**config.mk**
```make
export PLATFORM = sky130hd
export DESIGN_NAME = video_timing_gen
export DESIGN_NICKNAME = d
export VERILOG_FILES = /design/src/rtl/video_timing_gen.sv
export SDC_FILE = /design/constraint.sdc
export NUM_CORES = 1
export LEC_CHECK = 0
export BUFFER_PORTS_ARGS = -buffer_cell sky130_fd_sc_hd__clkbuf_2
export CAP_MARGIN = 40
export CORE_ASPECT_RATIO = 1.75
export CORE_MARGIN = 4
export CORE_UTILIZATION = 45
export DETAILED_ROUTE_END_ITERATION = 7
export PLACE_DENSITY = 0.73
export REMOVE_ABC_BUFFERS = 1
export SLEW_MARGIN = 20
export SYNTH_ARGS = -nofsm -noshare
export SYNTH_HDL_FRONTEND = slang
export SYNTH_SLANG_ARGS = --single-unit
```
**constraint.sdc**
```tcl
create_clock -name clk_low -period 2.8 [get_ports clk_low]
set_clock_uncertainty 0.1 [all_clocks]
set_input_delay 0.28 -clock clk_low [delete_from_list [all_inputs] [get_ports clk_low]]
set_output_delay 0.28 -clock clk_low [all_outputs]
set_load 0.05 [all_outputs]
```
**src/rtl/video_timing_gen.sv**
```systemverilog
// Raster timing generator: walks h/v counters over a full frame, issues frame-buffer
// reads for active pixels and emits encoder controls delayed to match RAM latency.
module video_timing_gen #(
  parameter int unsigned H_ACTIVE  = 640,
  parameter int unsigned H_FP      = 16,
  parameter int unsigned H_SYNC    = 96,
  parameter int unsigned H_BP      = 48,
  parameter int unsigned V_ACTIVE  = 480,
  parameter int unsigned V_FP      = 10,
  parameter int unsigned V_SYNC    = 2,
  parameter int unsigned V_BP      = 33,
  parameter int unsigned HS_POL    = 1,
  parameter int unsigned VS_POL    = 1,
  parameter int unsigned ADDR_W    = 26,
  parameter int unsigned ADDR_BASE = 0,
  parameter int unsigned LAT       = 2
) (
  input  logic              clk_low,
  input  logic              reset,
  input  logic              enable,
  output logic              rd_en,
  output logic [ADDR_W-1:0] ram_addr,
  output logic [11:0]       pix_x,
  output logic [11:0]       pix_y,
  output logic              de,
  output logic              hsync,
  output logic              vsync,
  output logic              frame_start,
  output logic              busy
);

  localparam int unsigned H_TOTAL = H_ACTIVE + H_FP + H_SYNC + H_BP;
  localparam int unsigned V_TOTAL = V_ACTIVE + V_FP + V_SYNC + V_BP;
  localparam int unsigned HW      = (H_TOTAL > 1) ? $clog2(H_TOTAL) : 1;
  localparam int unsigned VW      = (V_TOTAL > 1) ? $clog2(V_TOTAL) : 1;
  localparam int unsigned HS_LO   = H_ACTIVE + H_FP;
  localparam int unsigned HS_HI   = H_ACTIVE + H_FP + H_SYNC;
  localparam int unsigned VS_LO   = V_ACTIVE + V_FP;
  localparam int unsigned VS_HI   = V_ACTIVE + V_FP + V_SYNC;

  typedef enum logic [1:0] {IDLE, RUN, STOP_PEND} state_e;

  state_e            state_q, state_d;
  logic [HW-1:0]     h_q, h_d;
  logic [VW-1:0]     v_q, v_d;
  logic              h_last, v_last;

  logic              run_d, act_d, fs_d, hs_d, vs_d;
  logic [ADDR_W-1:0] addr_q, addr_d;
  logic [11:0]       px_d, py_d;

  logic              rd_en_q, fs_q, busy_q, hs_q, vs_q;
  logic [11:0]       px_q, py_q;
  logic              de_raw, hs_raw, vs_raw;

  // Next-state and next-position logic; (h,v) always names the pixel on the outputs.
  always_comb begin
    state_d = state_q;
    h_d     = h_q;
    v_d     = v_q;
    h_last  = (32'(h_q) == H_TOTAL - 1);
    v_last  = (32'(v_q) == V_TOTAL - 1);
    case (state_q)
      IDLE: begin
        h_d = '0;
        v_d = '0;
        if (enable) state_d = RUN;
      end
      RUN, STOP_PEND: begin
        if (h_last) begin
          h_d = '0;
          v_d = v_last ? '0 : v_q + VW'(1);
        end else begin
          h_d = h_q + HW'(1);
        end
        if (state_q == STOP_PEND && h_last && v_last) begin
          state_d = IDLE;
          h_d     = '0;
          v_d     = '0;
        end else begin
          state_d = enable ? RUN : STOP_PEND;
        end
      end
      default: begin
        state_d = IDLE;
        h_d     = '0;
        v_d     = '0;
      end
    endcase
  end

  // Output values for the pixel that becomes current at the next edge.
  always_comb begin
    run_d  = (state_d != IDLE);
    act_d  = run_d && (32'(h_d) < H_ACTIVE) && (32'(v_d) < V_ACTIVE);
    fs_d   = run_d && (h_d == '0) && (v_d == '0);
    hs_d   = run_d && (32'(h_d) >= HS_LO) && (32'(h_d) < HS_HI);
    vs_d   = run_d && (32'(v_d) >= VS_LO) && (32'(v_d) < VS_HI);
    px_d   = act_d ? 12'(h_d) : 12'(0);
    py_d   = act_d ? 12'(v_d) : 12'(0);
    addr_d = addr_q;
    if (fs_d) begin
      addr_d = ADDR_W'(ADDR_BASE);
    end else if (rd_en_q) begin
      addr_d = addr_q + ADDR_W'(1);
    end
  end

  always_ff @(posedge clk_low or posedge reset) begin
    if (reset) begin
      state_q <= IDLE;
      h_q     <= '0;
      v_q     <= '0;
      addr_q  <= ADDR_W'(ADDR_BASE);
      rd_en_q <= 1'b0;
      fs_q    <= 1'b0;
      busy_q  <= 1'b0;
      hs_q    <= 1'b0;
      vs_q    <= 1'b0;
      px_q    <= '0;
      py_q    <= '0;
    end else begin
      state_q <= state_d;
      h_q     <= h_d;
      v_q     <= v_d;
      addr_q  <= addr_d;
      rd_en_q <= act_d;
      fs_q    <= fs_d;
      busy_q  <= run_d;
      hs_q    <= hs_d;
      vs_q    <= vs_d;
      px_q    <= px_d;
      py_q    <= py_d;
    end
  end

  // Encoder controls trail the read strobe by the RAM latency; idle shifts in zeros.
  generate
    if (LAT == 0) begin : g_nodly
      assign de_raw = rd_en_q;
      assign hs_raw = hs_q;
      assign vs_raw = vs_q;
    end else begin : g_dly
      logic [LAT-1:0] de_dly_q, hs_dly_q, vs_dly_q;
      always_ff @(posedge clk_low or posedge reset) begin
        if (reset) begin
          de_dly_q <= '0;
          hs_dly_q <= '0;
          vs_dly_q <= '0;
        end else begin
          de_dly_q <= (de_dly_q << 1) | LAT'(rd_en_q);
          hs_dly_q <= (hs_dly_q << 1) | LAT'(hs_q);
          vs_dly_q <= (vs_dly_q << 1) | LAT'(vs_q);
        end
      end
      assign de_raw = de_dly_q[LAT-1];
      assign hs_raw = hs_dly_q[LAT-1];
      assign vs_raw = vs_dly_q[LAT-1];
    end
  endgenerate

  assign rd_en       = rd_en_q;
  assign ram_addr    = addr_q;
  assign pix_x       = px_q;
  assign pix_y       = py_q;
  assign frame_start = fs_q;
  assign busy        = busy_q;
  assign de          = de_raw;
  assign hsync       = (HS_POL != 0) ? hs_raw : ~hs_raw;
  assign vsync       = (VS_POL != 0) ? vs_raw : ~vs_raw;

endmodule
```
# Word level (Yosys, flattened, before mapping)
# Cells that the tools add are included.
[totals]
regBits = 79
latch_bits = 0
ramBits = 0
rom_bits = 0
inputBits = 3
output_inout_bits = 56
wordCells = 61
mem_count = 0
[classes]
addsub = 3
multipliers = 0
div = 0
magnitude_cmp = 6
eq_ne = 4
n_shift = 0
muxes = 15
bitwise = 3
reduce_logical = 16
[op_table]
columns = ["cell", "n"]
rows = [
  ["10-bit two-way mux", 9],
  ["26-bit two-way mux", 2],
  ["26-bit by 1-bit adder with 26-bit output, second input constant", 1],
  ["10-bit by 1-bit adder with 10-bit output, second input constant", 2],
  ["10-bit == test, second input constant", 2],
  ["10-bit zero test", 2],
  ["10-bit less-than comparator, second input constant", 2],
  ["10-bit by 9-bit less-than comparator with 1-bit output, second input constant", 2],
  ["10-bit >= comparator, second input constant", 1],
  ["10-bit by 9-bit >= comparator with 1-bit output, second input constant", 1],
  ["1-bit logical AND", 10],
  ["2-bit two-way mux", 3],
  ["2-bit by 1-bit bitwise OR with 2-bit output", 3],
  ["2-bit case mux with 2 select lines", 1],
  ["2-bit nonzero test", 2],
  ["2-bit by 1-bit == test with 1-bit output, second input constant", 1],
  ["2-bit == test, second input constant", 1],
  ["2-bit zero test", 1],
  ["2-bit OR reduction", 1],
]

# Longest topological paths before layout
# Gate-level depths: netlist of the first run.
[logic_depth]
depth_word = 9
ltp_mapped = 11
ltp_nobuf = 8

# Worst setup path before layout of the first run
# Ideal clock, no wire load.
[synth_path]
path_kind = "register to register"
from = "register h_q[5]"
to = "register addr_q[0], in the netlist ram_addr[0]"
setup_ps = 138
arrival_time_ps = 2697
required_time_ps = 2562
setup_slack_ps = -136
path_stages_with_launch = 10
synth_period_minus_slack_ps = 2936
cell_sequence = "dfrtp_1 buf_6 or4b_1 buf_6 nor4_1 xor2_1 a2111o_1 nor4_4 buf_6 a31oi_1"
[synth_between]
elab_chain_cells = 9
elab_cells_between_ends = 19
classes_between = "1 x add/sub; 1 x eq/ne; 9 x mux; 8 x reduce/logical"
[synth_lines]
columns = ["item", "line", "source"]
rows = [
  ["start: declaration", "44", "logic [HW-1:0] h_q, h_d;"],
  ["start signal: assignment", "112", "h_q <= '0;"],
  ["start signal: assignment", "124", "h_q <= h_d;"],
  ["parallel branches: the longest is 7 deep, another holds 10-bit by 1-bit adder with 10-bit output", "n/a", ""],
  ["1-bit logical AND (*)", "96", "fs_d = run_d && (h_d == '0) && (v_d == '0);"],
  ["26-bit two-way mux / 2-bit nonzero test (equally long branches)", "n/a", ""],
  ["end signal: assignment", "114", "addr_q <= ADDR_W'(ADDR_BASE);"],
  ["end signal: assignment", "126", "addr_q <= addr_d;"],
  ["end: declaration", "49", "logic [ADDR_W-1:0] addr_q, addr_d;"],
]
# Mark *: on every way between the ends.
# A chain may end at the register's enable or synchronous reset.

# Worst setup path after layout of the first run
[layout_path]
from = "register h_q[5]"
to = "register addr_q[4], in the netlist ram_addr[4]"
[layout_between]
elab_chain_cells = 9
elab_cells_between_ends = 19
classes_between = "1 x add/sub; 1 x eq/ne; 9 x mux; 8 x reduce/logical"
[layout_lines]
columns = ["item", "line", "source"]
rows = [
  ["parallel branches: the longest is 3 deep, another holds 10-bit by 1-bit adder with 10-bit output", "n/a", ""],
  ["10-bit two-way mux (*)", "76", "if (state_q == STOP_PEND && h_last && v_last) begin"],
  ["10-bit two-way mux (*)", "63", "case (state_q)"],
  ["net h_d[9]", "44", ""],
  ["10-bit zero test (*)", "96", ""],
  ["1-bit logical AND (*) (2 in a row)", "96", ""],
  ["26-bit two-way mux / 2-bit nonzero test (equally long branches)", "n/a", ""],
]
# Mark *: on every way through the listed nets, which the timed path passes.

==> results of run 1 <==
[flip-flops by register name (all words and copies together), names as in the netlist]
name	cells
busy	1
vs_q	1
h_q	10
state_q	2
pix_y	10
pix_x	10
v_q	10
hs_q	1
g_dly.de_dly_q	2
g_dly.vs_dly_q	2
frame_start	1
ram_addr	26
rd_en	1
g_dly.hs_dly_q	2
[area by class of cell]
class                   count  area, µm²
well taps                 115      143.9
multi-input cells         249       1732
inverters                  27      102.6
clock inverters             5      56.30
clock buffers              11      242.7
repair buffers            112      804.5
flip-flops and latches     79       1977
fillers                   712       3309
[repair_timing]
| item | 4_1_cts | 5_1_grt |
|---|---|---|
| gates resized for setup | 4 | 18 |
| gates cloned | 0 | 1 |
| hold buffers | 1 | 0 |
| setup endpoints to repair | 26 | 48 |
| pin swaps | 1 | 2 |
| endpoints found under the hold margin | 22 | 0 |
| setup buffers | 4 | 1 |
[worst max-delay path: stages, from the launching register on]
cell and delay, ns:
dfrtp_1 0.37, or4b_4 0.57, buf_4 0.19, o31ai_4 0.20, a21o_4 0.13, inv_2 0.03, a2111o_1 0.38, nor4_4 0.23
buf_6 0.17, clkbuf_16 0.16, a31oi_1 0.08
[cells by family after synthesis]
family                     count (synthesis)  synth area share (%)
and+or+nand+nor                          137                 19.74
buffers and inverters                     54                 6.796
muxes                                      3                0.7767
AOI/OAI and AO/OA                         65                 11.94
DFF                                       79                 51.13
adders and majority gates                  7                 2.265
xor gates and xnor gates                  32                 7.249
other                                      1               0.09699
[through the flow]
stage	instance area [µm²]	instances	total power (W)	hold WS, ns	setup TNS (ns)
2_1_floorplan	3720	355	0.002188	0.2312	-12.48
3_3_place_gp	4593	575	0.002873	0.1653	-0.6189
3_5_place_dp	4593	575	0.002912	0.1713	-2.504
4_1_cts	4950	596	0.004168	0.01876	0
5_1_grt	5059	598	0.004507	0.03322	-0.06224
6_report	5059	598	0.004274	0.03227	0
[per-layer routing]
metal / vias to the layer above / share of wire, %
li1: 1544 / -
met1: 1587 / 36
met2: 125 / 53
met3: 34 / 5.1
met4: 0 / 5.8
met5: - / 0
[cell usage in the layout, fill, tap and decap left out, types with 5 or more instances in the layout]
master / netlist / final
nand4_1: 12 / 12
conb_1: 1 / 5
a31oi_1: 30 / 30
nor3_1: 22 / 21
dfrtp_1: 79 / 79
a21oi_1: 7 / 6
nor4_1: 8 / 5
buf_4: 4 / 49
nand2_1: 23 / 23
ha_1: 7 / 6
xnor2_1: 13 / 13
clkbuf_16: 0 / 10
nor2_1: 16 / 16
nand3_1: 21 / 21
inv_1: 25 / 24
clkbuf_2: 0 / 54
buf_12: 0 / 6
o21ai_0: 7 / 5
xor2_1: 19 / 19
[report_power, final]
part / internal (W) / leakage [nW] / switching [W]
sequential: 0.00124 / 1.08 / 0.0000857
clock: 0.000714 / 0.146 / 0.000444
combinational: 0.000730 / 1.15 / 0.00106
total: 0.00269 / 2.38 / 0.00159
[path summary, 6_finish.rpt]
path	start	end	slack (ns)	cells after the start
max in group asynchronous	reset	g_dly.vs_dly_q[0]	1.62	4
setup reg to reg	h_q[5]	ram_addr[4]	0.07	10
min in group asynchronous	reset	h_q[0]	0.37	3
hold reg to reg	g_dly.de_dly_q[0]	g_dly.de_dly_q[1]	0.25	0
hold / removal	enable	state_q[1]	0.03	2
setup / recovery	h_q[5]	ram_addr[4]	0.07	10
==> flow_metrics.py, run 1 <==
metrics = {
    "outcome": {
        "status": "finished, final reports clean",
    },
    "min_path": {
        "hold_path_class": "in -> reg",
    },
    "place": {
        "post-place-ws_ns": -0.1413,
        "gp_congestion": 0.9095,
        "dpl.hpwl_um": 7093,
        "numPortBuffers": 54,
    },
    "routing": {
        "wl_per_cell_um": 16.47,
        "firstDrtPassIters": 4,
        "antenna_left": 0,
        "wl_um": 9852,
        "drt_iter0_drc": 177,
        "vias": 3290,
        "drc_errors": 0,
        "drt-vias-per-instance": 5.502,
    },
    "final_layout": {
        "drive_gt1_share_pct": 31.26,
        "nets": 488,
        "area_delta_synth_final_pct": 30.84,
        "n_antenna_cell": 0,
        "post-route-util_pct": 60.45,
    },
    "clock_network": {
        "clk_pin_slew_ns": 0.06,
        "cts_made_buffers": 9,
        "cts-root-buf": "clkbuf_16",
        "cts_max_path_buffers": 2,
        "cts.sink_count": 79,
        "clk_latency_ns": 0.33,
        "cts.htree.levels": 3,
        "cts_tree": "done",
    },
    "timing": {
        "fin_crit_sh_pct": 97.64,
        "hold_viol_final": 0,
        "rsz0062_at_grt": "true",
        "setup_viol": 0,
        "drv_slew": 0,
        "slew_headroom_pct": 63.90,
        "timing.fmax_ghz": 0.3658,
        "fin_crit_ns": 2.734,
        "layout_setup_ws_ns": 0.06615,
        "worst_slew_pin_slew_ns": 0.5389,
    },
    "yosys": {
        "synth_edf_count": 0,
        "synth_common_cells": "dfrtp_1, a31oi_1, inv_1",
        "async_flop_share_pct": 100.0,
        "synth_top_flop_cell": "dfrtp_1",
        "synth.distinct_cells": 52,
        "synthTopCellsByArea": "dfrtp_1, a31oi_1, xor2_1",
        "post-synth-top-count-cell": "dfrtp_1",
        "synth_largest_area_cell": "dfrtp_1",
        "avgSynthCellArea_um2": 10.23,
        "netlist_area_um2": 3866,
        "yosysTopAreaCellShare_pct": 51.13,
        "synth_cells": 378,
        "yosys_warnings": 0,
        "synth.yosys.seq_area_share_pct": 51.13,
        "synth-seq-cells": 79,
    },
    "floorplanning": {
        "io_pins": 59,
        "core_area_um2": 8368,
        "row_count": 44,
        "die_area_um2": 10200,
        "chipHeight_um": 130.6,
        "die_width_um": 78.07,
        "start_util_pct": 46.20,
    },
    "grt": {
        "use_met3_pct": 4.595,
        "gr-total-overflow": 0,
        "grt_use_met1_pct": 20.61,
        "grt_start_max_net_pins": 58,
        "grtUsageTotal_pct": 20.08,
        "use_met2_pct": 36.06,
        "grt_pass1_wl_um": 15750,
        "grt.busiest_layer": "met2",
        "antenna_found_initial": 0,
        "first_global_vias": 3254,
    },
    "power": {
        "ir_worst_vdd_mv": 0.6794,
        "power_density_nw_per_um2": 845.0,
        "p_leak_nw": 2.381,
    },
    "setup_path": {
        "cp-end-kind": "register",
        "startpoint_type": "register",
        "critPathArrivalTime_ns": 2.85,
        "path_max_fanout": 10,
        "critical_path_class": "reg -> reg",
        "crit_required_ns": 2.91,
    },
    "job": {
        "max_cap_violations": 0,
    },
}
(Power assumes the default switching activity.)
==> run 2, diff against run 1 <==
Settings changed: CELL_PAD_IN_SITES_DETAIL_PLACEMENT set to 0, CELL_PAD_IN_SITES_GLOBAL_PLACEMENT set to 1, CORE_UTILIZATION 45 to 40, PLACE_DENSITY 0.73 to 0.81.
==> run 2 against run 1 <==
Core utilization decreased by 4.4 points. Total power decreased by 1.9%. Flip-flop and latch count unchanged. Worst setup slack got worse by 0.026 ns. Die area increased by 11%. Global-route usage decreased by 1.3 points. Via count increased by 2.0%. Cell count increased by 5.5%.
==> flow_metrics.py, run 2 (same netlist as run 1, synthesis figures left out) <==
metrics = {
    "place": {
        "gp_congestion": 0.8922,
        "dpl.hpwl_um": 7490,
        "place_inst": 604,
        "numPortBuffers": 54,
    },
    "timing": {
        "rsz0062_at_grt": "true",
        "setup_viol": 0,
        "hold-worst-slack_ns": 0.02739,
        "drv_slew": 0,
        "hold_viol_final": 0,
        "fin_crit_sh_pct": 98.57,
        "timing.fmax_ghz": 0.3623,
        "fin_crit_ns": 2.760,
    },
    "final_layout": {
        "n_fill_cell": 826,
        "seq_area_um2": 1977,
        "largest_register_ffs": 26,
        "layout_commonest_cell": "dfrtp_1",
        "layout.cells.non_filler": 631,
        "final_cell_mix": "dfrtp_1, buf_4, clkbuf_2, a31oi_1, inv_1",
        "drive_gt1_share_pct": 35.95,
        "nets": 514,
        "post-route-util_pct": 56.02,
        "n_antenna_cell": 0,
        "area_delta_synth_final_pct": 37.18,
        "multiInputGateArea_um2": 1785,
    },
    "grt": {
        "grt_pass1_wl_um": 16290,
        "first_global_vias": 3402,
        "gr-total-overflow": 0,
        "grtUsageTotal_pct": 18.82,
        "antenna_found_initial": 0,
        "grt_start_max_net_pins": 73,
    },
    "routing": {
        "drt_iter0_drc": 173,
        "drt-vias-per-instance": 5.319,
        "firstDrtPassIters": 6,
        "drc_errors": 0,
        "antenna_left": 0,
        "wl_um": 10390,
        "wl_per_cell_um": 16.46,
        "vias": 3356,
    },
    "clock_network": {
        "cts_made_buffers": 9,
        "clk_pin_slew_ns": 0.06,
        "clk_latency_ns": 0.34,
        "cts_max_path_buffers": 2,
        "cts.htree.levels": 3,
        "cts.sink_count": 79,
        "cts-root-buf": "clkbuf_16",
        "cts_tree": "done",
    },
    "setup_path": {
        "path_max_fanout": 13,
        "startpoint_type": "register",
        "reg2reg_setup_slack_ns": 0.04,
        "crit_required_ns": 2.91,
        "path_cells": "or4b_4 -> buf_8 -> buf_4 -> o31ai_4 -> buf_4 -> o21bai_1 -> and2_4 -> and4_4 -> clkbuf_16 -> a31oi_1",
        "r2r_cells": 10,
        "critical_path_class": "reg -> reg",
        "critPathArrivalTime_ns": 2.87,
        "cp-startpoint": "h_q[5]",
        "r2r-end": "ram_addr[6]",
        "path_common_cell": "buf_4",
        "regToRegStartpoint": "h_q[5]",
        "cp_slowest_cell": "or4b_4",
        "cp-end-kind": "register",
        "cpPeakStageDelay_ns": 0.57,
    },
    "power": {
        "p_int_w": 0.002557,
        "p_comb_share_pct": 42.7,
        "power.share.clock_pct": 25.8,
        "p_leak_nw": 2.511,
        "seqPwrFrac_pct": 31.5,
        "p_sw_share_pct": 39.00,
        "finalPower_w": 0.004192,
        "switching_power_w": 0.001635,
        "ir_worst_vdd_mv": 0.4858,
        "power_density_nw_per_um2": 790.4,
    },
    "min_path": {
        "hold_start": "enable",
        "min_to": "state_q[1]",
        "hold_path_class": "in -> reg",
        "hold_path_depth": 2,
    },
    "floorplanning": {
        "die_width_um": 82.32,
        "chipHeight_um": 138.1,
        "row_count": 47,
        "die_area_um2": 11360,
        "start_util_pct": 40.84,
        "core_area_um2": 9468,
        "io_pins": 59,
    },
    "job": {
        "max_cap_violations": 0,
    },
    "outcome": {
        "status": "finished, final reports clean",
    },
}
[run 2: changes by cell type in the layout (fill, tap and decap cells not counted), sizes merged]
cell | before | now
clkbuf | 66 | 67
buf | 56 | 82
bufinv | 1 | 0
[run 2: area by class of cell]
cell class / instances / area share, %
clock buffer: 12 / 4.647
tap: 122 / 2.878
sequential: 79 / 37.27
inverter: 27 / 1.934
clock inverter: 4 / 0.5662
multi-input combinational: 249 / 33.66
timing repair buffer: 138 / 19.04
[run 2: worst max path at each step]
stage / end / slack (ns) / cells after the start
detailed placement: frame_start / -0.34 / 9
floorplan: frame_start / -0.41 / 6
global placement: frame_start / -0.54 / 6
CTS: frame_start / 0.02 / 9
global route: vs_q / -0.06 / 9
finish: ram_addr[6] / 0.04 / 10
[run 2: critical path, delay by kind of cell (launching register included)]
kind / cells / cell delay, ns
buffers and inverters: 4 / 0.65
AND/OR/NAND/NOR: 3 / 1.07
AO/OA/AOI/OAI: 3 / 0.43
flip-flops: 1 / 0.37
[run 2: repair_timing]
| action | CTS | global route |
|---|---|---|
| pin swaps | 1 | 7 |
| resized for setup | 10 | 26 |
| cloned | 0 | 2 |
| buffers inserted | 5 | 4 |
| endpoints found under the hold margin | 7 | 0 |
| endpoints found under the setup margin | 48 | 48 |
| hold buffers | 1 | 0 |
[run 2: per-stage QoR]
step | instance area (µm²) | setup WS [ns] | TNS, ns
final | 5304 | 0.04012 | 0
after global routing | 5304 | -0.05559 | -0.1138
after CTS | 5127 | 0.02355 | 0
after detailed placement | 4761 | -0.3385 | -11.68
after global placement | 4750 | -0.5439 | -17.58
after floorplan | 3720 | -0.4140 | -12.48
[run 2: metal layers]
metal	global-route usage, %	wire length [µm]	up-vias
met1	19.64	3805	1680
li1	-	-	1605
met5	0	0	-
met2	34.69	6084	57
met4	7.443	194	0
met3	4.167	304	14
[run 2: power by group through the flow]
stage          combinational [W]  sequential (W)  clock (W)
2_1_floorplan           0.000637         0.00155          0
3_3_place_gp             0.00150         0.00134          0
3_5_place_dp             0.00158         0.00134          0
4_1_cts                  0.00164         0.00132    0.00111
5_1_grt                  0.00192         0.00133    0.00117
6_report                 0.00179         0.00132    0.00108
